**config.mk**
```make
export PLATFORM = sky130hd
export DESIGN_NAME = alu_exec_flat
export DESIGN_NICKNAME = d
export VERILOG_FILES = /design/src/rtl/alu_pkg.sv /design/src/rtl/alu_exec_if.sv /design/src/rtl/alu_mul_seq.sv /design/src/rtl/alu_exec.sv /design/src/flat_wrapper.sv
export SDC_FILE = /design/constraint.sdc
export NUM_CORES = 1
export LEC_CHECK = 0
export ABC_CLOCK_PERIOD_IN_PS = 4750
export CORE_ASPECT_RATIO = 0.7
export CORE_UTILIZATION = 50
export CTS_CLUSTER_SIZE = 24
export DETAILED_ROUTE_END_ITERATION = 16
export HOLD_SLACK_MARGIN = 0.1
export PLACE_DENSITY = 0.7
export SYNTH_ARGS = -nofsm -noshare
export SYNTH_HDL_FRONTEND = slang
export SYNTH_SLANG_ARGS = --single-unit
```
**constraint.sdc**
```tcl
create_clock -name clk -period 4.75 [get_ports clk]
set_clock_uncertainty 0.05 [all_clocks]
set_input_delay 0.95 -clock clk [delete_from_list [all_inputs] [get_ports clk]]
set_output_delay 0.95 -clock clk [all_outputs]
set_load 0.02 [all_outputs]
```
**src/rtl/alu_pkg.sv**
```systemverilog
// Shared ALU constants: opcode encoding used by the register bank and the
// execute stage, plus the execute-stage FSM state encoding.
package alu_pkg;

  localparam int DEFAULT_DATA_W = 3;

  typedef enum logic [1:0] {
    OP_ADD = 2'b00,
    OP_SUB = 2'b01,
    OP_MUL = 2'b10,
    OP_AND = 2'b11
  } op_e;

  typedef enum logic [1:0] {
    IDLE = 2'b00,
    EXEC = 2'b01,
    MUL  = 2'b10,
    DONE = 2'b11
  } state_e;

endpackage

```
**src/rtl/alu_exec_if.sv**
```systemverilog
// Request/result bus of the ALU execute stage. The flags signal exists only
// when ALU_EXEC_FLAGS_EN is defined.
interface alu_exec_if #(parameter int DATA_W = 3);

  localparam int RES_W = 2 * DATA_W;

  // start is a one-cycle request, honoured only while busy is low. The result
  // transfers on a rising edge where result_valid && result_ready are both 1;
  // result (and flags) hold steady from result_valid rising until that edge.
  logic              start;
  logic [DATA_W-1:0] data_a;
  logic [DATA_W-1:0] data_b;
  logic [1:0]        compute;
  logic              busy;
  logic [RES_W-1:0]  result;
  logic              result_valid;
  logic              result_ready;
`ifdef ALU_EXEC_FLAGS_EN
  logic [1:0]        flags;
`endif

  modport master (
    output start, data_a, data_b, compute, result_ready,
    input  busy, result, result_valid
`ifdef ALU_EXEC_FLAGS_EN
    , input flags
`endif
  );

  modport slave (
    input  start, data_a, data_b, compute, result_ready,
    output busy, result, result_valid
`ifdef ALU_EXEC_FLAGS_EN
    , output flags
`endif
  );

endinterface

```
**src/rtl/alu_mul_seq.sv**
```systemverilog
// Iterative shift-add multiplier: one partial product per step, DATA_W steps.
// product is the accumulator value as it will be after the current step.
module alu_mul_seq #(
  parameter int DATA_W = 3
) (
  input  logic                  clk,
  input  logic                  reset,
  input  logic                  clear,
  input  logic                  step,
  input  logic [DATA_W-1:0]     a,
  input  logic [DATA_W-1:0]     b,
  output logic [2*DATA_W-1:0]   product,
  output logic                  last
);

  localparam int RES_W = 2 * DATA_W;
  localparam int CNT_W = (DATA_W > 1) ? $clog2(DATA_W) : 1;

  logic [CNT_W-1:0] idx;
  logic [RES_W-1:0] acc;
  logic [RES_W-1:0] addend;

  always_comb begin
    addend = '0;
    if (b[idx]) addend = RES_W'(a) << idx;
  end

  assign product = acc + addend;
  assign last    = (idx == CNT_W'(DATA_W - 1));

  // idx returns to 0 after the final step so b is never indexed past its MSB.
  always_ff @(posedge clk or posedge reset) begin
    if (reset) begin
      acc <= '0;
      idx <= '0;
    end else if (clear) begin
      acc <= '0;
      idx <= '0;
    end else if (step) begin
      acc <= product;
      idx <= last ? '0 : idx + 1'b1;
    end
  end

endmodule

```
**src/rtl/alu_exec.sv**
```systemverilog
// Sequenced ALU execute stage: ADD/SUB/AND in one cycle, MUL over DATA_W
// cycles, result offered on a valid/ready handshake. Optional ALU_EXEC_FLAGS_EN.
module alu_exec
  import alu_pkg::*;
#(
  parameter int DATA_W = DEFAULT_DATA_W
) (
  input  logic         clk,
  input  logic         reset,
  alu_exec_if.slave    bus,
  output state_e       fsm_state
);

  localparam int RES_W = 2 * DATA_W;

  state_e            state, state_next;
  logic [DATA_W-1:0] a_q, b_q;
  op_e               op_q;
  logic [RES_W-1:0]  res_q, res_next;
  logic [RES_W-1:0]  a_ext, b_ext;
  logic              latch, load_res;
  logic              mul_clear, mul_step, mul_last;
  logic [RES_W-1:0]  mul_product;

  alu_mul_seq #(.DATA_W(DATA_W)) u_mul (
    .clk     (clk),
    .reset   (reset),
    .clear   (mul_clear),
    .step    (mul_step),
    .a       (a_q),
    .b       (b_q),
    .product (mul_product),
    .last    (mul_last)
  );

  always_ff @(posedge clk or posedge reset) begin
    if (reset) state <= IDLE;
    else       state <= state_next;
  end

  always_comb begin
    state_next = state;
    latch      = 1'b0;
    load_res   = 1'b0;
    mul_clear  = 1'b0;
    mul_step   = 1'b0;
    case (state)
      IDLE: begin
        if (bus.start) begin
          latch = 1'b1;
          if (bus.compute == OP_MUL) begin
            mul_clear  = 1'b1;
            state_next = MUL;
          end else begin
            state_next = EXEC;
          end
        end
      end
      EXEC: begin
        load_res   = 1'b1;
        state_next = DONE;
      end
      MUL: begin
        mul_step = 1'b1;
        if (mul_last) begin
          load_res   = 1'b1;
          state_next = DONE;
        end
      end
      DONE: begin
        if (bus.result_ready) state_next = IDLE;
      end
      default: state_next = IDLE;
    endcase
  end

  // Operands widen to RES_W first so SUB wraps modulo 2^RES_W.
  always_comb begin
    a_ext    = RES_W'(a_q);
    b_ext    = RES_W'(b_q);
    res_next = '0;
    case (op_q)
      OP_ADD:  res_next = a_ext + b_ext;
      OP_SUB:  res_next = a_ext - b_ext;
      OP_AND:  res_next = a_ext & b_ext;
      default: res_next = mul_product;
    endcase
  end

  always_ff @(posedge clk or posedge reset) begin
    if (reset) begin
      a_q   <= '0;
      b_q   <= '0;
      op_q  <= OP_ADD;
      res_q <= '0;
    end else begin
      if (latch) begin
        a_q  <= bus.data_a;
        b_q  <= bus.data_b;
        op_q <= op_e'(bus.compute);
      end
      if (load_res) res_q <= res_next;
    end
  end

`ifdef ALU_EXEC_FLAGS_EN
  logic [1:0] flags_q;
  logic       carry_next;

  always_comb begin
    carry_next = 1'b0;
    case (op_q)
      OP_ADD:  carry_next = res_next[DATA_W];
      OP_SUB:  carry_next = (a_q < b_q);
      default: carry_next = 1'b0;
    endcase
  end

  always_ff @(posedge clk or posedge reset) begin
    if (reset)         flags_q <= 2'b00;
    else if (load_res) flags_q <= {carry_next, (res_next == '0)};
  end

  assign bus.flags = flags_q;
`endif

  assign bus.busy         = (state != IDLE);
  assign bus.result_valid = (state == DONE);
  assign bus.result       = res_q;
  assign fsm_state        = state;

endmodule

```
**src/flat_wrapper.sv**
```systemverilog
// flat-port wrapper written by rule: the top's interface ports become plain ports
module alu_exec_flat import alu_pkg::*;
#(
  parameter int DATA_W = DEFAULT_DATA_W
)
  (clk, reset, fsm_state, bus_start, bus_data_a, bus_data_b, bus_compute, bus_result_ready, bus_busy, bus_result, bus_result_valid);
  alu_exec_if #(.DATA_W(DATA_W)) bus_i ();
  input  logic clk;
  input  logic reset;
  output state_e fsm_state;
  input wire logic [$bits(bus_i.start)-1:0] bus_start;
  input wire logic [$bits(bus_i.data_a)-1:0] bus_data_a;
  input wire logic [$bits(bus_i.data_b)-1:0] bus_data_b;
  input wire logic [$bits(bus_i.compute)-1:0] bus_compute;
  input wire logic [$bits(bus_i.result_ready)-1:0] bus_result_ready;
  output wire logic [$bits(bus_i.busy)-1:0] bus_busy;
  output wire logic [$bits(bus_i.result)-1:0] bus_result;
  output wire logic [$bits(bus_i.result_valid)-1:0] bus_result_valid;
  assign bus_i.start = bus_start;
  assign bus_i.data_a = bus_data_a;
  assign bus_i.data_b = bus_data_b;
  assign bus_i.compute = bus_compute;
  assign bus_i.result_ready = bus_result_ready;
  assign bus_busy = bus_i.busy;
  assign bus_result = bus_i.result;
  assign bus_result_valid = bus_i.result_valid;
  alu_exec #(.DATA_W(DATA_W)) u_core (.clk(clk), .reset(reset), .bus(bus_i), .fsm_state(fsm_state));
endmodule
```
==> results.py, run 1 <==
metrics = {
    "place": {
        "placer_s_final_routability_congestion_estimate": 0.8189,
        "place.port_buffers": 21,
        "hpwl_mm": 2.646,
        "detailed_place.area_mm2": 0.001887,
        "pre_cts_slack_ns": 2.269,
        "place.detailed.instances": 226,
    },
    "sta": {
        "final-max-slew-violation-count": 0,
        "relSlewSlack": 0.4028,
        "finalCriticalPeriod_ns": 2.779,
        "fin_crit_sh": 0.5850,
        "setup_total_negative_slack_ns": 0,
        "fin_ws_ns": 1.971,
        "timing.final.setup_violations": 0,
        "timing_worst_slew_pin_value_ns": 0.8948,
        "timing.final.hold_violations": 0,
        "grt_setup_unrepaired": "false",
        "highest_achievable_clock_rate_mhz": 359.9,
    },
    "floorplanning": {
        "die_h_um": 50.27,
        "initial_utilization": 0.5251,
        "design.portCount": 22,
        "chipWidth_um": 70.96,
        "floorplan.rows": 17,
        "floorplan.die_area_mm2": 0.003567,
        "coreArea_mm2": 0.003169,
    },
    "route": {
        "drt_wl_total_mm": 3.353,
        "num_vias": 1313,
        "post-route-drc-count": 1,
        "first_pass_iters": 10,
        "post_drt_wl_per_cell_um": 14.58,
        "drt.antenna.violating_nets": 0,
        "first_iter_violations": 114,
        "vias_per_cell": 5.709,
    },
    "synthesis": {
        "post_synth_num_cell_types": 45,
        "library_cell_with_the_highest_instance_count_after_synthesis": "dfrtp_1",
        "synth_cells": 172,
        "synthArstFlopShare": 1.000,
        "seq_total_area_yosys": 0.3609,
        "ys_warn_count": 0,
        "yosys-top-cells-count": "dfrtp_1, inv_1, nand2_1",
        "synth.area.top_cells": "dfrtp_1, ha_1, mux2_2, inv_1, o21ai_0",
        "synth_top_flop_cell": "dfrtp_1",
        "synth_area_per_cell_um2": 9.675,
        "netlist.top_cell.by_area": "dfrtp_1",
        "synth_enable_flop_cells": 0,
        "synth_top_area_frac": 0.3609,
        "synthesis.nets": 203,
        "netlist_area_mm2": 0.001664,
        "ys_ff_latch": 24,
    },
    "pwr": {
        "power.combinational.fraction": 0.567,
        "power.share.sequential": 0.304,
        "power_per_cell_area_mw_per_mm2": 721.3,
        "ir_worst_vdd_mv": 0.3155,
        "netSwitchingFraction": 0.4316,
        "cell_internal_pwr_uw": 802.8,
        "clock_power_share": 0.129,
        "static-leakage-power_uw": 0.0008841,
        "netsw_uw": 609.6,
    },
    "flow_run": {
        "maxCapViolations": 0,
    },
    "cells_and_area": {
        "drive_gt1_frac": 0.08333,
        "final_core_utilization": 0.6178,
        "stdcell_area_mm2": 0.001958,
        "flow.area_growth_from_synthesis_pct": 17.67,
        "insertedDiodeCount": 0,
        "final_nets": 224,
        "final-instance-count-excl-fill": 230,
    },
    "clocking": {
        "clkSinkCount": 24,
        "ctsRootBufferMaster": "clkbuf_8",
        "cts_hold_buf": 0,
        "cts_inserted_buffers": 3,
        "cts_resized": 0,
        "postCtsSetupRepairBufs": 0,
        "clk_pin_slew_worst_paths_ns": 0.09,
        "clk_path_buf_depth": 2,
        "cts_tree": "yes",
        "insertion_delay_ns": 0.27,
        "cts_max_level": 1,
    },
    "worst_setup_path": {
        "type_of_the_worst_setup_path": "flip-flop to output pin",
        "setup.worst_path.end_class": "output pin",
        "cp_max_fo": 6,
        "required_ns": 3.75,
        "timing.critical_path.from_type": "flip-flop",
        "critPathArrivalTime_ns": 1.78,
    },
    "outcome": {
        "failed_checks": "DRC",
        "run_status": "complete, but fails checks",
    },
    "global_routing": {
        "wire_length_of_the_first_global_routing_pass_mm": 6.113,
        "grt_pass1_vias": 1326,
        "overflow": 0,
        "grt_max_degree": 25,
        "grt_usage": 0.2211,
        "antenna_found_initial": 0,
    },
    "min_path": {
        "hold_path.class": "flip-flop to flip-flop",
    },
}
[worst max-delay path, cell delays in order, from the launching register on]
cell and delay [ns]:
dfrtp_1 0.42, inv_1 0.12, ha_1 0.28, inv_1 0.09, clkdlybuf4s50_1 0.60
[cell type report]
type                            count  area, µm²
Clock inverter                      1      30.03
Fill cell                         274       1211
Timing Repair Buffer               21      210.2
Clock buffer                        3      41.29
Inverter                           22      82.58
Multi-Input combinational cell    121      945.9
Tap cell                           38      47.55
Sequential cell                    24      600.6
[power groups by stage]
stage | logic, µW | clock network [µW] | registers, µW
after global placement | 771 | 0 | 427
after CTS | 805 | 185 | 428
after global routing | 905 | 195 | 452
after detailed placement | 798 | 0 | 434
after floorplan | 602 | 0 | 409
final | 800 | 182 | 430
[kinds of logic after synthesis]
group	after synthesis	share of synthesized area
adders and majority gates	19	0.1564
muxes	12	0.08647
and+or+nand+nor	47	0.1496
AOI/OAI and AO/OA	41	0.1654
buffers and inverters	27	0.07067
xor gates and xnor gates	2	0.01053
DFF	24	0.3609
[cells in the final DEF (no fill, tap or decap), drive strengths merged, types with 2 or more instances in the layout]
cell type and count:
nor2b 5, nand3b 2, a211oi 2, clkbuf 3, nand2b 4, ha 16
nand3 3, o31ai 4, mux2i 2, a21o 3, o21a 2, nand2 17
a31oi 5, nor3 2, dfrtp 24, inv 22, fa 3, clkdlybuf4s50 21
mux2 9, or3 2, o21ai 14, o211ai 3, nor2 5
[sequential cells by signal, indices dropped and copies added, names as in the netlist]
name	cells
u_core.a_q	3
u_core.fsm_state	2
u_core.u_mul.idx	2
u_core.op_q	2
u_core.b_q	3
u_core.u_mul.acc	6
u_core.bus.result	6
[path summary, 6_finish.rpt]
check | start | endpoint | slack, ns | cells after the start
max in group asynchronous | reset | u_core.bus.result[4] | 2.99 | 2
min reg2reg | u_core.bus.result[1] | u_core.bus.result[1] | 0.43 | 2
min | u_core.bus.result[1] | u_core.bus.result[1] | 0.43 | 2
min in group asynchronous | reset | u_core.fsm_state[1] | 1.12 | 2
max | u_core.fsm_state[0] | bus_busy | 1.97 | 4
max reg2reg | u_core.u_mul.idx[0] | u_core.u_mul.acc[4] | 2.22 | 8
[routing by layer]
layer	share of wire	wire, µm	GRT usage	vias up
li1	-	-	-	648
met1	0.49	1636	0.3015	640
met2	0.48	1609	0.3702	25
met3	0.032	107	0.04819	0
met4	0	0	0.03667	0
met5	0	0	0	-
[per-stage QoR]
step / total power [µW] / hold slack, ns
2_1_floorplan: 1011 / 0.4051
3_3_place_gp: 1198 / 0.4146
3_5_place_dp: 1232 / 0.4202
4_1_cts: 1419 / 0.4399
5_1_grt: 1552 / 0.4863
6_report: 1412 / 0.4327
(Power assumes the default switching activity.)
==> inputs of run 2 (changes only) <==
--- a/config.mk
+++ b/config.mk
@@ -5,13 +5,13 @@
 export SDC_FILE = /design/constraint.sdc
 export NUM_CORES = 1
 export LEC_CHECK = 0
-export ABC_CLOCK_PERIOD_IN_PS = 4750
+export ABC_CLOCK_PERIOD_IN_PS = 2350
 export CORE_ASPECT_RATIO = 0.7
-export CORE_UTILIZATION = 50
+export CORE_UTILIZATION = 49
 export CTS_CLUSTER_SIZE = 24
 export DETAILED_ROUTE_END_ITERATION = 16
 export HOLD_SLACK_MARGIN = 0.1
-export PLACE_DENSITY = 0.7
+export PLACE_DENSITY = 0.72
 export SYNTH_ARGS = -nofsm -noshare
 export SYNTH_HDL_FRONTEND = slang
 export SYNTH_SLANG_ARGS = --single-unit
==> constraint.sdc (replaced) <==
create_clock -name clk -period 2.35 [get_ports clk]
set_clock_uncertainty 0.05 [all_clocks]
set_input_delay 0.47 -clock clk [delete_from_list [all_inputs] [get_ports clk]]
set_output_delay 0.47 -clock clk [all_outputs]
set_load 0.02 [all_outputs]
==> results.py, run 2 (same netlist as run 1, synthesis figures left out) <==
metrics = {
    "clocking": {
        "clkSinkCount": 24,
        "clk_pin_slew_worst_paths_ns": 0.09,
        "cts_hold_buf": 0,
        "cts_max_level": 1,
        "clk_path_buf_depth": 2,
        "ctsRootBufferMaster": "clkbuf_8",
        "cts_inserted_buffers": 3,
        "cts_tree": "yes",
        "insertion_delay_ns": 0.27,
    },
    "worst_setup_path": {
        "worst_r2r_startpoint": "u_core.u_mul.idx[0]",
        "crit_family": "compound AO/OA/AOI/OAI gates",
        "max_stage_delay_ns": 0.48,
        "r2r_setup_slack_ns": 0.05,
        "critPathArrivalTime_ns": 2.40,
        "crit_path_cell_trace": "clkbuf_2 -> nand3_1 -> a21o_1 -> inv_1 -> ha_1 -> a21o_1 -> a211oi_1 -> o21ai_0 -> o2bb2ai_1",
        "crit_path_top_delay_cell": "dfrtp_2",
        "type_of_the_worst_setup_path": "flip-flop to flip-flop",
        "required_ns": 2.46,
        "worst_r2r_endpoint": "u_core.bus.result[3]",
        "critical_path.n_buffers_inverters": 2,
        "cp_max_fo": 7,
        "cpMostUsedCell": "a21o_1",
        "worst_reg2reg_path_length_in_cells": 9,
        "timing.critical_path.from_type": "flip-flop",
        "setup.worst_path.end_class": "flip-flop",
    },
    "cells_and_area": {
        "flow.area_growth_from_synthesis_pct": 23.31,
        "drive_gt1_frac": 0.1741,
        "layout.cells.most_common": "inv_1",
        "final_nets": 233,
        "final-instance-count-excl-fill": 239,
        "insertedDiodeCount": 0,
        "final_cell_mix": "inv_1, clkdlybuf4s50_1, dfrtp_1",
    },
    "route": {
        "first_pass_iters": 5,
        "first_iter_violations": 112,
        "post_drt_wl_per_cell_um": 16.64,
        "post-route-drc-count": 0,
        "drt_wl_total_mm": 3.978,
        "num_vias": 1409,
        "vias_per_cell": 5.895,
        "drt.antenna.violating_nets": 0,
    },
    "floorplanning": {
        "die_h_um": 50.76,
        "coreArea_mm2": 0.003191,
        "design.portCount": 22,
        "floorplan.rows": 17,
        "floorplan.die_area_mm2": 0.003637,
        "initial_utilization": 0.5216,
        "chipWidth_um": 71.66,
    },
    "global_routing": {
        "wire_length_of_the_first_global_routing_pass_mm": 5.989,
        "antenna_found_initial": 0,
        "overflow": 0,
        "grt_usage": 0.2193,
        "grt_pass1_vias": 1296,
        "grt_max_degree": 25,
    },
    "sta": {
        "timing.final.hold_violations": 0,
        "hold-worst-slack_ns": 0.4347,
        "finalCriticalPeriod_ns": 2.297,
        "relSlewSlack": 0.4529,
        "timing_worst_slew_pin_value_ns": 0.8169,
        "timing.final.setup_violations": 0,
        "fin_ws_ns": 0.05271,
        "fin_crit_sh": 0.9776,
        "final-max-slew-violation-count": 0,
        "highest_achievable_clock_rate_mhz": 435.3,
        "grt_setup_unrepaired": "true",
    },
    "min_path": {
        "min_delay_path_depth": 2,
        "hold_path.class": "flip-flop to flip-flop",
        "min_from": "u_core.bus.result[2]",
        "worst_hold_path.endpoint": "u_core.bus.result[2]",
    },
    "flow_run": {
        "maxCapViolations": 0,
    },
    "pwr": {
        "static-leakage-power_uw": 0.0009287,
        "ir_worst_vdd_mv": 0.6737,
        "power_per_cell_area_mw_per_mm2": 1473,
    },
    "outcome": {
        "run_status": "completed",
    },
    "place": {
        "placer_s_final_routability_congestion_estimate": 0.8958,
        "place.port_buffers": 21,
        "hpwl_mm": 2.758,
        "pre_cts_slack_ns": 0.01389,
        "place.detailed.instances": 230,
    },
}
[run 2: cell count changes in the layout (fill, tap and decap cells not counted), sizes merged]
cell | before | now
clkdlybuf4s50 | 21 | 20
dlymetal6s2s | 0 | 1
bufinv | 1 | 0
clkbuf | 3 | 5
buf | 0 | 8
[run 2: what timing repair did]
action / CTS / global route
pin swaps: 0 / 3
resized for setup: 1 / 11
setup endpoints to repair: 1 / 7
buffers inserted: 0 / 5
[run 2: routing by layer]
metal / up-vias / GRT usage / routed length, µm
met4: 0 / 0.05556 / 110
met3: 14 / 0.05823 / 216
met1: 677 / 0.2908 / 1741
met5: - / 0 / 0
met2: 54 / 0.3569 / 1910
li1: 664 / - / -
[run 2: layout make-up]
class	instances	area (µm²)
sequential	24	605.6
timing repair buffer	30	277.8
inverter	22	82.58
tap	38	47.55
multi-input combinational	121	983.4
clock buffer	4	55.05
fill	253	1139
[run 2: worst max path at each step]
stage,from,end,depth (start not counted)
final,u_core.u_mul.idx[0],u_core.bus.result[3],9
after global placement,u_core.u_mul.idx[0],u_core.u_mul.acc[4],8
after detailed placement,u_core.u_mul.idx[0],u_core.u_mul.acc[4],8
after CTS,u_core.u_mul.idx[0],u_core.bus.result[5],8
after floorplan,u_core.u_mul.idx[0],u_core.bus.result[1],7
after global routing,u_core.u_mul.idx[0],u_core.bus.result[3],9
[run 2: report_power, final]
group / total [µW] / internal, µW / leakage [µW] / switching, µW
Combinational: 1880 / 890 / 0.000611 / 986
Sequential: 864 / 617 / 0.000289 / 246
Clock: 284 / 150 / 0.0000288 / 134
[run 2: metrics by stage]
stage	instance area, µm²	TNS, ns	utilization	total power, µW
6_report	2052	0	0.6431	3023
5_1_grt	2052	-0.1456	0.6431	3265
4_1_cts	1978	0	0.6200	2871
3_5_place_dp	1917	0	0.6008	2566
3_3_place_gp	1917	0	0.6008	2472
2_1_floorplan	1664	0	-	2044
[run 2: worst register-to-register path: stages (launching register included)]
cell and delay, ns:
dfrtp_2 0.48, clkbuf_2 0.18, nand3_1 0.11, a21o_1 0.19
inv_1 0.06, ha_1 0.31, a21o_1 0.20, a211oi_1 0.33
o21ai_0 0.13, o2bb2ai_1 0.15
==> inputs of run 3 (changes only) <==
--- a/config.mk
+++ b/config.mk
@@ -5,13 +5,15 @@
 export SDC_FILE = /design/constraint.sdc
 export NUM_CORES = 1
 export LEC_CHECK = 0
-export ABC_CLOCK_PERIOD_IN_PS = 2350
+export ABC_CLOCK_PERIOD_IN_PS = 2660
+export CAP_MARGIN = 20
 export CORE_ASPECT_RATIO = 0.7
-export CORE_UTILIZATION = 49
+export CORE_UTILIZATION = 50
 export CTS_CLUSTER_SIZE = 24
 export DETAILED_ROUTE_END_ITERATION = 16
 export HOLD_SLACK_MARGIN = 0.1
-export PLACE_DENSITY = 0.72
+export PLACE_DENSITY = 0.7
 export SYNTH_ARGS = -nofsm -noshare
 export SYNTH_HDL_FRONTEND = slang
 export SYNTH_SLANG_ARGS = --single-unit
+export TNS_END_PERCENT = 10
==> constraint.sdc (replaced) <==
create_clock -name clk -period 2.66 [get_ports clk]
set_clock_uncertainty 0.05 [all_clocks]
set_input_delay 0.532 -clock clk [delete_from_list [all_inputs] [get_ports clk]]
set_output_delay 0.532 -clock clk [all_outputs]
set_load 0.02 [all_outputs]
==> results.py, run 3 (same netlist as run 1, synthesis figures left out) <==
metrics = {
    "route": {
        "vias_per_cell": 5.685,
        "post_drt_wl_per_cell_um": 15.28,
        "drt_wl_total_mm": 3.545,
        "post-route-drc-count": 0,
        "first_iter_violations": 91,
        "first_pass_iters": 12,
        "num_vias": 1319,
        "drt.antenna.violating_nets": 0,
    },
    "clocking": {
        "cts_inserted_buffers": 3,
        "clkSinkCount": 24,
        "cts_max_level": 1,
        "cts_hold_buf": 0,
        "ctsRootBufferMaster": "clkbuf_8",
        "clk_path_buf_depth": 2,
        "insertion_delay_ns": 0.28,
        "clk_pin_slew_worst_paths_ns": 0.10,
        "postCtsSetupRepairBufs": 0,
        "cts_resized": 0,
        "cts_tree": "yes",
    },
    "pwr": {
        "ir_worst_vdd_mv": 0.6266,
        "power_after_layout_uw": 2570,
        "power_per_cell_area_mw_per_mm2": 1303,
        "static-leakage-power_uw": 0.0008932,
    },
    "sta": {
        "timing.final.hold_violations": 0,
        "setup_total_negative_slack_ns": 0,
        "timing.final.setup_violations": 0,
        "timing_worst_slew_pin_value_ns": 0.8407,
        "relSlewSlack": 0.4369,
        "highest_achievable_clock_rate_mhz": 412.1,
        "hold-worst-slack_ns": 0.4362,
        "final-max-slew-violation-count": 0,
        "finalCriticalPeriod_ns": 2.427,
        "fin_crit_sh": 0.9123,
        "grt_setup_unrepaired": "false",
    },
    "floorplanning": {
        "die_h_um": 50.27,
        "chipWidth_um": 70.96,
        "floorplan.rows": 17,
        "coreArea_mm2": 0.003169,
        "floorplan.die_area_mm2": 0.003567,
        "design.portCount": 22,
        "initial_utilization": 0.5251,
    },
    "global_routing": {
        "grt_max_degree": 25,
        "overflow": 0,
        "grt_usage": 0.2221,
        "antenna_found_initial": 0,
        "wire_length_of_the_first_global_routing_pass_mm": 6.044,
        "grt_pass1_vias": 1264,
    },
    "min_path": {
        "hold_path.class": "flip-flop to flip-flop",
    },
    "worst_setup_path": {
        "critPathArrivalTime_ns": 2.57,
        "setup.worst_path.end_class": "flip-flop",
        "crit_path_cell_trace": "nor4b_1 -> ha_1 -> inv_1 -> fa_1 -> mux4_2 -> o21ai_0",
        "worst_r2r_endpoint": "u_core.bus.result[1]",
        "crit_family": "adder cells",
        "cp_max_fo": 12,
        "type_of_the_worst_setup_path": "flip-flop to flip-flop",
        "required_ns": 2.81,
        "critical_path_cell_count": 6,
        "crit_path_end": "u_core.bus.result[1]",
        "worst_r2r_startpoint": "u_core.u_mul.idx[0]",
        "critical_path.n_buffers_inverters": 1,
        "timing.critical_path.from_type": "flip-flop",
        "worst_reg2reg_path_length_in_cells": 6,
        "worstSetupStartpoint": "u_core.u_mul.idx[0]",
        "max_stage_delay_ns": 0.50,
        "r2r_setup_slack_ns": 0.23,
        "crit_path_top_delay_cell": "dfrtp_1",
    },
    "cells_and_area": {
        "insertedDiodeCount": 0,
        "fill_cell_total_of_the_finished_layout": 263,
        "final_nets": 226,
        "drive_gt1_frac": 0.09278,
        "stdcell_area_mm2": 0.001973,
        "final_core_utilization": 0.6226,
        "final_cell_mix": "dfrtp_1, inv_1, clkdlybuf4s50_1",
        "flow.area_growth_from_synthesis_pct": 18.57,
        "layout.cells.most_common": "dfrtp_1",
    },
    "place": {
        "hpwl_mm": 2.692,
        "placer_s_final_routability_congestion_estimate": 0.8387,
        "place.port_buffers": 21,
        "detailed_place.area_mm2": 0.001902,
    },
    "outcome": {
        "run_status": "completed",
    },
    "flow_run": {
        "maxCapViolations": 0,
    },
}
==> run 3: final cells by class <==
class | instances | area (µm²) | share of cell area
clock buffers | 3 | 41.29 | 0.02093
clock inverters | 1 | 30.03 | 0.01522
flip-flops and latches | 24 | 600.6 | 0.3044
inverters | 22 | 82.58 | 0.04185
repair buffers | 23 | 225.2 | 0.1141
multi-input cells | 121 | 945.9 | 0.4794
well taps | 38 | 47.55 | 0.02410
==> run 3: worst min-delay path by stage <==
stage | start | to | slack, ns | depth (start not counted)
after detailed placement | u_core.bus.result[0] | u_core.bus.result[0] | 0.42 | 2
after global placement | u_core.bus.result[0] | u_core.bus.result[0] | 0.41 | 2
final | u_core.bus.result[0] | u_core.bus.result[0] | 0.44 | 2
after CTS | u_core.bus.result[0] | u_core.bus.result[0] | 0.44 | 2
after floorplan | u_core.u_mul.acc[3] | u_core.u_mul.acc[3] | 0.41 | 2
after global routing | u_core.bus.result[1] | u_core.bus.result[1] | 0.49 | 2
==> run 3: worst register-to-register path, stage by stage, from the launching register on <==
cell and delay, ns:
dfrtp_1 0.50, nor4b_1 0.42, ha_1 0.26, inv_1 0.06, fa_1 0.45, mux4_2 0.45, o21ai_0 0.17
==> run 3: power by group <==
part           internal (µW)  switching, µW
clock                    201            122
sequential               539            237
combinational            707            764
total                   1450           1120
==> run 3: metal layers <==
layer | track usage | vias up | wire, µm
met2 | 0.3510 | 36 | 1633
met3 | 0.05422 | 2 | 224
met4 | 0.05000 | 0 | 14
li1 | - | 650 | -
met5 | 0 | - | 0
met1 | 0.3103 | 631 | 1673
==> run 3: stage by stage <==
| step | std cells | setup WS (ns) |
|---|---|---|
| 6_report | 232 | 0.2333 |
| 5_1_grt | 232 | 0.1082 |
| 4_1_cts | 232 | 0.3003 |
| 3_5_place_dp | 228 | 0.3154 |
| 3_3_place_gp | 228 | 0.3825 |
| 2_1_floorplan | 172 | 0.4226 |
